### src/rtl/divider_pkg.sv
// Shared definitions for the divider family: default measurement ranges and the
// ratio-meter FSM state encoding, reused by divider benches.
package divider_pkg;
   localparam int DEF_MAX_COUNT  = 255;
   localparam int DEF_LOCK_COUNT = 4;

   typedef enum logic [1:0] {
      ACQ    = 2'd0,
      MEAS   = 2'd1,
      LOCKED = 2'd2
   } meter_state_t;
endpackage

### src/rtl/divider_ratio_meter_edge_sync.sv
// Brings sig_in into the clk_in domain and flags every transition of the
// synchronized level, both polarities.
module edge_sync
   import divider_pkg::*;
#(
   parameter int SYNC_STAGES = 2
) (
   input  logic clk_in,
   input  logic rst,
   input  logic sig_in,
   output logic s,
   output logic sig_edge
);

   logic s_prev;

   generate
      if (SYNC_STAGES == 0) begin : g_direct
         assign s = sig_in;
      end else begin : g_sync
         logic [SYNC_STAGES-1:0] chain;
         always_ff @(posedge clk_in) begin
            if (rst) begin
               chain <= '0;
            end else begin
               chain[0] <= sig_in;
               for (int i = 1; i < SYNC_STAGES; i++) chain[i] <= chain[i-1];
            end
         end
         assign s = chain[SYNC_STAGES-1];
      end
   endgenerate

   always_ff @(posedge clk_in) begin
      if (rst) s_prev <= 1'b0;
      else     s_prev <= s;
   end

   assign sig_edge = s ^ s_prev;

endmodule

### src/rtl/divider_ratio_meter.sv
// Measures the half-period of a divided clock/strobe in clk_in cycles, reports
// each result, detects a stable ratio (locked) and a non-toggling input (stuck).
module divider_ratio_meter
   import divider_pkg::*;
#(
   parameter int  SYNC_STAGES = 2,
   parameter int  MAX_COUNT   = DEF_MAX_COUNT,
   parameter int  LOCK_COUNT  = DEF_LOCK_COUNT,
   localparam int CNT_W       = $clog2(MAX_COUNT + 1)
) (
   input  logic             clk_in,
   input  logic             rst,
   input  logic             sig_in,
   output logic [CNT_W-1:0] half_period,
   output logic             meas_valid,
   output logic             ratio_change,
   output logic             locked,
   output logic             stuck,
   output meter_state_t     fsm_state
);

   localparam int               MATCH_W = $clog2(LOCK_COUNT + 1);
   localparam logic [CNT_W-1:0] MAX_C   = CNT_W'(MAX_COUNT);
   localparam logic [CNT_W-1:0] MAX_M1  = CNT_W'(MAX_COUNT - 1);
   localparam logic [MATCH_W-1:0] LOCK_M = MATCH_W'(LOCK_COUNT);

   logic               s;
   logic               sig_edge;
   logic [CNT_W-1:0]   cnt;
   logic [CNT_W-1:0]   m;
   logic               timeout;
   logic [MATCH_W-1:0] match, match_n, match_inc;
   meter_state_t       state, state_n;
   logic [CNT_W-1:0]   half_period_n;
   logic               meas_valid_n, ratio_change_n, locked_n, stuck_n;

   edge_sync #(.SYNC_STAGES(SYNC_STAGES)) u_edge_sync (
      .clk_in   (clk_in),
      .rst      (rst),
      .sig_in   (sig_in),
      .s        (s),
      .sig_edge (sig_edge)
   );

   // Cycles since the last edge, minus one; saturates so a dead input never wraps.
   always_ff @(posedge clk_in) begin
      if (rst)                cnt <= '0;
      else if (sig_edge)      cnt <= '0;
      else if (cnt != MAX_C)  cnt <= cnt + CNT_W'(1);
   end

   assign m         = (cnt == MAX_C) ? MAX_C : cnt + CNT_W'(1);
   assign timeout   = !sig_edge && (cnt == MAX_M1);
   assign match_inc = (match == LOCK_M) ? LOCK_M : match + MATCH_W'(1);

   // meas_valid is a one-cycle strobe with no back-pressure: half_period must be
   // taken in the cycle it is high; ratio_change only ever pulses alongside it.
   always_comb begin
      state_n        = state;
      half_period_n  = half_period;
      meas_valid_n   = 1'b0;
      ratio_change_n = 1'b0;
      locked_n       = locked;
      stuck_n        = stuck;
      match_n        = match;
      unique case (state)
         ACQ: begin
            // The acquiring edge only opens the first interval; it is not measured.
            if (sig_edge) begin
               state_n = MEAS;
               stuck_n = 1'b0;
            end else if (timeout) begin
               stuck_n = 1'b1;
            end
         end
         MEAS: begin
            if (sig_edge) begin
               meas_valid_n  = 1'b1;
               half_period_n = m;
               if (match == '0) begin
                  match_n = MATCH_W'(1);
               end else if (m == half_period) begin
                  match_n = match_inc;
               end else begin
                  match_n        = MATCH_W'(1);
                  ratio_change_n = 1'b1;
               end
               if (match_n >= LOCK_M) begin
                  locked_n = 1'b1;
                  state_n  = LOCKED;
               end
            end else if (timeout) begin
               stuck_n  = 1'b1;
               locked_n = 1'b0;
               match_n  = '0;
               state_n  = ACQ;
            end
         end
         LOCKED: begin
            if (sig_edge) begin
               meas_valid_n  = 1'b1;
               half_period_n = m;
               if (m != half_period) begin
                  locked_n       = 1'b0;
                  match_n        = MATCH_W'(1);
                  ratio_change_n = 1'b1;
                  state_n        = MEAS;
               end
            end else if (timeout) begin
               stuck_n  = 1'b1;
               locked_n = 1'b0;
               match_n  = '0;
               state_n  = ACQ;
            end
         end
         default: state_n = ACQ;
      endcase
   end

   always_ff @(posedge clk_in) begin
      if (rst) begin
         state        <= ACQ;
         half_period  <= '0;
         meas_valid   <= 1'b0;
         ratio_change <= 1'b0;
         locked       <= 1'b0;
         stuck        <= 1'b0;
         match        <= '0;
      end else begin
         state        <= state_n;
         half_period  <= half_period_n;
         meas_valid   <= meas_valid_n;
         ratio_change <= ratio_change_n;
         locked       <= locked_n;
         stuck        <= stuck_n;
         match        <= match_n;
      end
   end

   assign fsm_state = state;

endmodule

### config.mk
export PLATFORM = sky130hd
export DESIGN_NAME = divider_ratio_meter
export DESIGN_NICKNAME = d
export VERILOG_FILES = /design/src/rtl/divider_pkg.sv /design/src/rtl/divider_ratio_meter_edge_sync.sv /design/src/rtl/divider_ratio_meter.sv
export SDC_FILE = /design/constraint.sdc
export NUM_CORES = 1
export LEC_CHECK = 0
export ABC_AREA = 1
export CAP_MARGIN = 0
export CORE_MARGIN = 2
export CORE_UTILIZATION = 40
export CTS_BUF_LIST = sky130_fd_sc_hd__clkbuf_8 sky130_fd_sc_hd__clkbuf_16
export DETAILED_ROUTE_END_ITERATION = 12
export DONT_BUFFER_PORTS = 1
export GPL_ROUTABILITY_DRIVEN = 0
export GPL_TIMING_DRIVEN = 0
export HOLD_SLACK_MARGIN = 0.03
export PLACE_DENSITY_LB_ADDON = 0.3
export SETUP_SLACK_MARGIN = 0.02
export SLEW_MARGIN = 25
export SYNTH_ARGS = -nofsm -noshare
export SYNTH_HDL_FRONTEND = slang
export SYNTH_SLANG_ARGS = --single-unit
### constraint.sdc
create_clock -name clk_in -period 1.7 [get_ports clk_in]
set_input_delay 0.34 -clock clk_in [delete_from_list [all_inputs] [get_ports clk_in]]
set_output_delay 0.34 -clock clk_in [all_outputs]
set_load 0.005 [all_outputs]
* After elaboration in Yosys (flattened, before gate mapping)
Index checks and enable logic that the tools add are counted.
** Cells by class
- Magnitude comparators :: 1
- Multiplexer cells :: 35
- Bitwise operators :: 2
- Reduce and logical (&&, ||, !) cells :: 14
- Equal/unequal tests :: 12
- Add/subtract/negate cells :: 2
** Operators with widths (number)
- $mux 3 :: 9
- $eq 8x8->1 const B :: 2
- $mux 1 :: 14
- $mux 2 :: 6
- $add 8x1->8 const B :: 1
- $eq 8x8->1 :: 1
- $mux 8 :: 1
- $ne 8x8->1 :: 1
- $ne 8x8->1 const B :: 1
- $ne 3x3->1 const B :: 2
- $pmux 1 s2 :: 3
- $pmux 2 s3 :: 1
- $pmux 3 s2 :: 1
- $reduce_and 2->1 :: 3
- $reduce_and 3->1 :: 2
- $reduce_or 2->1 :: 3
- $ne 2x2->1 const B :: 2
- $reduce_bool 2->1 :: 2
- $add 3x1->3 const B :: 1
- $eq 3x3->1 const B :: 1
- $ge 3x3->1 const B :: 1
- $logic_not 3->1 :: 1
- $eq 2x1->1 const B :: 1
- $eq 2x2->1 const B :: 1
- other kinds (5) :: 5
** Word-level totals
- Bits of input ports :: 3
- Output and inout bits :: 14
- Word-level logic and storage cells :: 76
- Register bits :: 28

* Depth between registers and ports, before layout
- Depth in word-level cells :: 11
- Gate-level depth with buffers :: 17
- Mapped depth without buffers :: 17

* By module
Synthesis repeated with hierarchy kept, for this count alone.
** Unflattened totals
- Cells, all modules :: 254
- Area total of the unflattened synthesis :: 1730.4 um^2
** By module, submodules not included
- divider_ratio_meter :: area each 1632.8 um^2, instances 1, sequential area each 500.5 um^2, cells an instance 241
- edge_sync :: area each 97.6 um^2, instances 1, sequential area each 60.1 um^2, cells an instance 13

* Least setup slack after synthesis
No wires, ideal clock.
- Kind :: reg-to-reg
- Start point :: register cnt[0]
- End point :: register match[2]
- Data arrival time :: 1684 ps
- Cell stages (with the launch flop) :: 15
- Data required time :: 1587 ps
- Period minus slack after synthesis :: 1798 ps
- Path slack :: -98 ps
- Path buffers :: 0
- Library setup time :: 113 ps
- Cell sequence :: dfxtp_1 -> ha_1 -> nand2_2 -> nor2_4 -> nand2_4 -> nand3_2 -> nand2_1 -> nand2_1 -> nand2_2 -> nor2_8 -> nand3_2 -> nand2_2 -> nand2_4 -> o21ai_1 -> nor2_1
** Between the ends
- Word-level cells in the longest chain between the ends :: 9
- Elaborated cells on any way between the ends :: 17
- Classes of those cells :: 1 x add/sub; 5 x eq/ne; 9 x mux; 2 x reduce/logical
** Ends and longest elaborated chain
- start: declaration :: line divider_ratio_meter.sv:29 : logic [CNT_W-1:0] cnt;
- start signal: assignment :: line divider_ratio_meter.sv:49 : else if (cnt != MAX_C) cnt <= cnt + CNT_W'(1);
- $add 8x1->8 or $eq 8x8->1 (tied branches) :: line divider_ratio_meter.sv:52 : assign m = (cnt == MAX_C) ? MAX_C : cnt + CNT_W'(1);
- $mux 8 :: line divider_ratio_meter.sv:52
- $eq 8x8->1 :: line divider_ratio_meter.sv:82 : end else if (m == half_period) begin
- $mux 3 :: line divider_ratio_meter.sv:82
- $mux 3 :: line divider_ratio_meter.sv:80 : if (match == '0) begin
- $mux 3 :: line divider_ratio_meter.sv:77 : if (sig_edge) begin
- $mux 3 :: line divider_ratio_meter.sv:66 : unique case (state)
- $mux 3 :: line divider_ratio_meter.sv:77
- $pmux 3 s2 :: line divider_ratio_meter.sv:66
- end signal: assignment :: line divider_ratio_meter.sv:136 : match <= match_n;
- end: declaration :: line divider_ratio_meter.sv:32 : logic [MATCH_W-1:0] match, match_n, match_inc;
Parallel ways exist; a longest one is shown, timed or not. The select of a mux whose other input is x is not followed.
A chain may end at the register's enable or synchronous reset.

* Final worst setup path
- Start point :: register cnt[0]
- End point :: register locked
** Between the ends
- Word-level cells in the longest chain between the ends :: 10
- Elaborated cells on any way between the ends :: 19
- Classes of those cells :: 1 x add/sub; 1 x order compare; 6 x eq/ne; 9 x mux; 2 x reduce/logical
** Ends and longest elaborated chain
- $add 8x1->8 or $eq 8x8->1 (tied branches) :: line divider_ratio_meter.sv:52
- $mux 8 :: line divider_ratio_meter.sv:52
- $eq 8x8->1 :: line divider_ratio_meter.sv:82
- $mux 3 :: line divider_ratio_meter.sv:82
- $mux 3 :: line divider_ratio_meter.sv:80
- $mux 3 :: line divider_ratio_meter.sv:77
- $mux 3 :: line divider_ratio_meter.sv:66
- $ge 3x3->1 :: line divider_ratio_meter.sv:88 : if (match_n >= LOCK_M) begin
- $ne 3x3->1 (no line)
- $reduce_and 3->1 (no line)
- end signal: assignment :: line divider_ratio_meter.sv:134 : locked <= locked_n;
- end: declaration :: line divider_ratio_meter.sv:17 : output logic locked,
Parallel ways exist; a longest one is shown, timed or not. The select of a mux whose other input is x is not followed.

==> impl_metrics.tcl <==
set metrics [dict create \
    dr.first_iter.drc_count 54 \
    fmax_mhz 533 \
    first_pass_iters 4 \
    drv_slew 0 \
    nFillCells 412 \
    ios 17 \
    design_area_mm2 0.00195 \
    grt_pass1_vias 1411 \
    period_share 1.10 \
    portBuffers 0 \
    crit_path_max_fanout 5 \
    peakVddDrop_mv 0.518 \
    fp.dieH_um 70.0 \
    cp-start-kind "flip-flop" \
    worst_path_dominant_cell_family "simple AND/OR/NAND/NOR gates" \
    synth.net_count 260 \
    arrival_ns 2.09 \
    place_area_mm2 0.00183 \
    utilization 0.477 \
    total_power_mw 2.31 \
    drv_cap 0 \
    die_width_um 70.0 \
    initial_core_util 0.426 \
    final-setup-viol-count 10 \
    hold_buffers 0 \
    period_needed_ns 1.88 \
    critical_path.most_common_cell "nand2_1" \
    dp_slack_ns -0.373 \
    postRouteAntennaNets 0 \
    yosysWarnings 0 \
    numClockSinks 28 \
    cts_inserted_buffers 3 \
    dieArea_mm2 0.00490 \
    slew_headroom 0.707 \
    diodes 0 \
    cp_slowest_cell "dfxtp_4" \
    clock_skew_ns 0.00816 \
    cts_tree "yes" \
    hold_path_class "input pin to flip-flop" \
    final_cells 307 \
    setup_slack_ns -0.177 \
    p_leak_nw 0.966 \
    synthDistinctLibCells 29 \
    worst-setup-path-type "flip-flop to flip-flop" \
    cpPeakStageDelay_ns 0.38 \
    clock_path_buffers 2 \
    grt_usage 0.155 \
    crit_path_end_kind "flip-flop" \
    worstMarginPinSlew_ns 0.428 \
    syn-cell-area_mm2 0.00174 \
    synth_cells 249 \
    clk_latency_ns 0.28 \
    num_rows 23 \
    grt_pass1_wl_um 6270 \
    path_cells "ha_4, nand2_4, nor2_4, nand2_4, nand2_2, nand2_1, nand2_1, nand3_2, nor2_4, nand3_2, nand2_2, nand3_2, nand2_1, nand2_1, nor2_1" \
    viasPerCell 4.86 \
    drc 0 \
    rrSetupSlack_ns -0.18 \
    grt_max_degree 17 \
    drive_gt1_frac 0.202 \
    routed-via-count 1492 \
    seq_area_frac_synth 0.322 \
    grt.overflow.total 0 \
    failed_checks "setup timing" \
    final_nets 269 \
    ys_ff_latch 28 \
    dp.cells 299 \
    wirelength_um 3540 \
    antenna_found_initial 0 \
    root_buffer "clkbuf_8" \
    synth_area_per_cell_um2 6.99 \
    powerDensity_mw_per_mm2 1190 \
    status "complete, but fails checks" \
    core_mm2 0.00409 \
    finalHoldViolCount 0 \
    hpwl_um 2660 \
    worstPathRequired_ns 1.91 \
    syn_to_final_growth_pct 11.9 \
    path_buf_inv 0 \
    rsz0062_at_grt "true" \
    cts.clk_slew.worst_paths_ns 0.10 \
    htreeDepth 1 \
    routedWlPerCell_um 11.5 \
]
repair_timing:
action,4_1_cts,5_1_grt
cloned,1,0
endpoints found under the setup margin,17,18
pin swaps,1,0
buffers inserted,3,0
hold endpoints to repair,0,0
gates resized for setup,4,3
routing by layer:
| metal | vias to the layer above | GRT usage | wire [µm] |
|---|---|---|---|
| li1 | 800 | - | - |
| met1 | 674 | 0.198 | 1690 |
| met2 | 16 | 0.260 | 1680 |
| met3 | 2 | 0.0346 | 149 |
| met4 | 0 | 0.0427 | 26 |
| met5 | - | 0 | 0 |
cell type report:
cell class / count / area [µm²] / area share
multi-input cells: 175 / 1030 / 0.527
flip-flops and latches: 28 / 571 / 0.293
inverters: 45 / 169 / 0.0867
well taps: 50 / 62.6 / 0.0321
clock buffers: 3 / 41.3 / 0.0212
clock inverters: 1 / 30.0 / 0.0154
plain buffers: 2 / 26.3 / 0.0135
repair buffers: 3 / 22.5 / 0.0116
flip-flops by register name, summed over array words and instances (netlist names):
register	cells
u_edge_sync.g_sync.chain	2
half_period	8
meas_valid	1
stuck	1
locked	1
match	3
u_edge_sync.s_prev	1
ratio_change	1
cnt	8
fsm_state	2
worst reg2reg max path: cells and delay by family (launching register included):
| family | cells | cell delay [ns] |
|---|---|---|
| flip-flops | 1 | 0.38 |
| adder cells (fa/ha/maj) | 1 | 0.15 |
| AND/OR/NAND/NOR | 14 | 1.29 |
final timing paths:
kind / endpoint / cells past startpoint / from
max: locked$_SDFFE_PP0P_ / 15 / cnt[0]$_SDFFE_PP0N_
min: u_edge_sync.g_sync.chain[1]$_SDFF_PP0_ / 1 / rst
max reg2reg: locked$_SDFFE_PP0P_ / 15 / cnt[0]$_SDFFE_PP0N_
min reg2reg: u_edge_sync.g_sync.chain[1]$_SDFF_PP0_ / 2 / u_edge_sync.g_sync.chain[0]$_SDFF_PP0_
report_power, final:
part	total, mW	switching (mW)	leakage, nW	internal (mW)
logic	0.909	0.547	0.699	0.363
registers	0.876	0.117	0.231	0.759
clock network	0.526	0.211	0.0357	0.315
total	2.31	0.875	0.966	1.44
synth_stat cells:
master     count  share of area
a2111oi_0      1         0.0050
a211oi_1       1         0.0043
a21oi_1       10          0.029
a31oi_1        1         0.0036
bufbuf_8       1          0.011
clkbuf_1       1         0.0022
clkinv_1       1         0.0022
dfxtp_1       28           0.32
ha_1           8          0.057
inv_1         41          0.088
inv_2          3         0.0065
nand2_1       45          0.097
nand2_2       11          0.040
nand2_4        4          0.026
nand3_1       13          0.037
nand3_2        7          0.040
nand3b_1       3          0.013
nand4_1        4          0.014
nand4_2        1         0.0072
nor2_1        37          0.080
nor2_2         2         0.0072
nor2_4         2          0.013
nor2_8         2          0.023
o21ai_0       14          0.040
o21ai_1        3         0.0086
o21ai_2        1         0.0050
o21bai_1       1         0.0043
or2_2          1         0.0036
xnor2_1        2          0.010
per-stage QoR:
step	hold slack (ns)	TNS, ns
2_1_floorplan	0.388	0
3_3_place_gp	0.400	-2.77
3_5_place_dp	0.398	-3.07
4_1_cts	0.113	-1.19
5_1_grt	0.106	-3.14
6_report	0.115	-1.12
logic make-up after synthesis:
group,share of synthesized area
XOR/XNOR,0.0101
AO/OA/AOI/OAI,0.0999
buffers and inverters,0.110
AND/OR/NAND/NOR,0.401
flip-flops,0.322
adder cells (fa/ha/maj),0.0575
layout by cell type (no fill, tap or decap), types with 4 or more instances in the layout:
cell and instances:
nand2_1 45, nand3_1 12, nand3_2 8, nand2_4 5
o21ai_0 14, nand4_1 4, a21oi_1 10, nand2_2 11
nor2_1 36, inv_2 4, ha_1 7, inv_1 40
dfxtp_1 24
(Power assumes the default switching activity.)
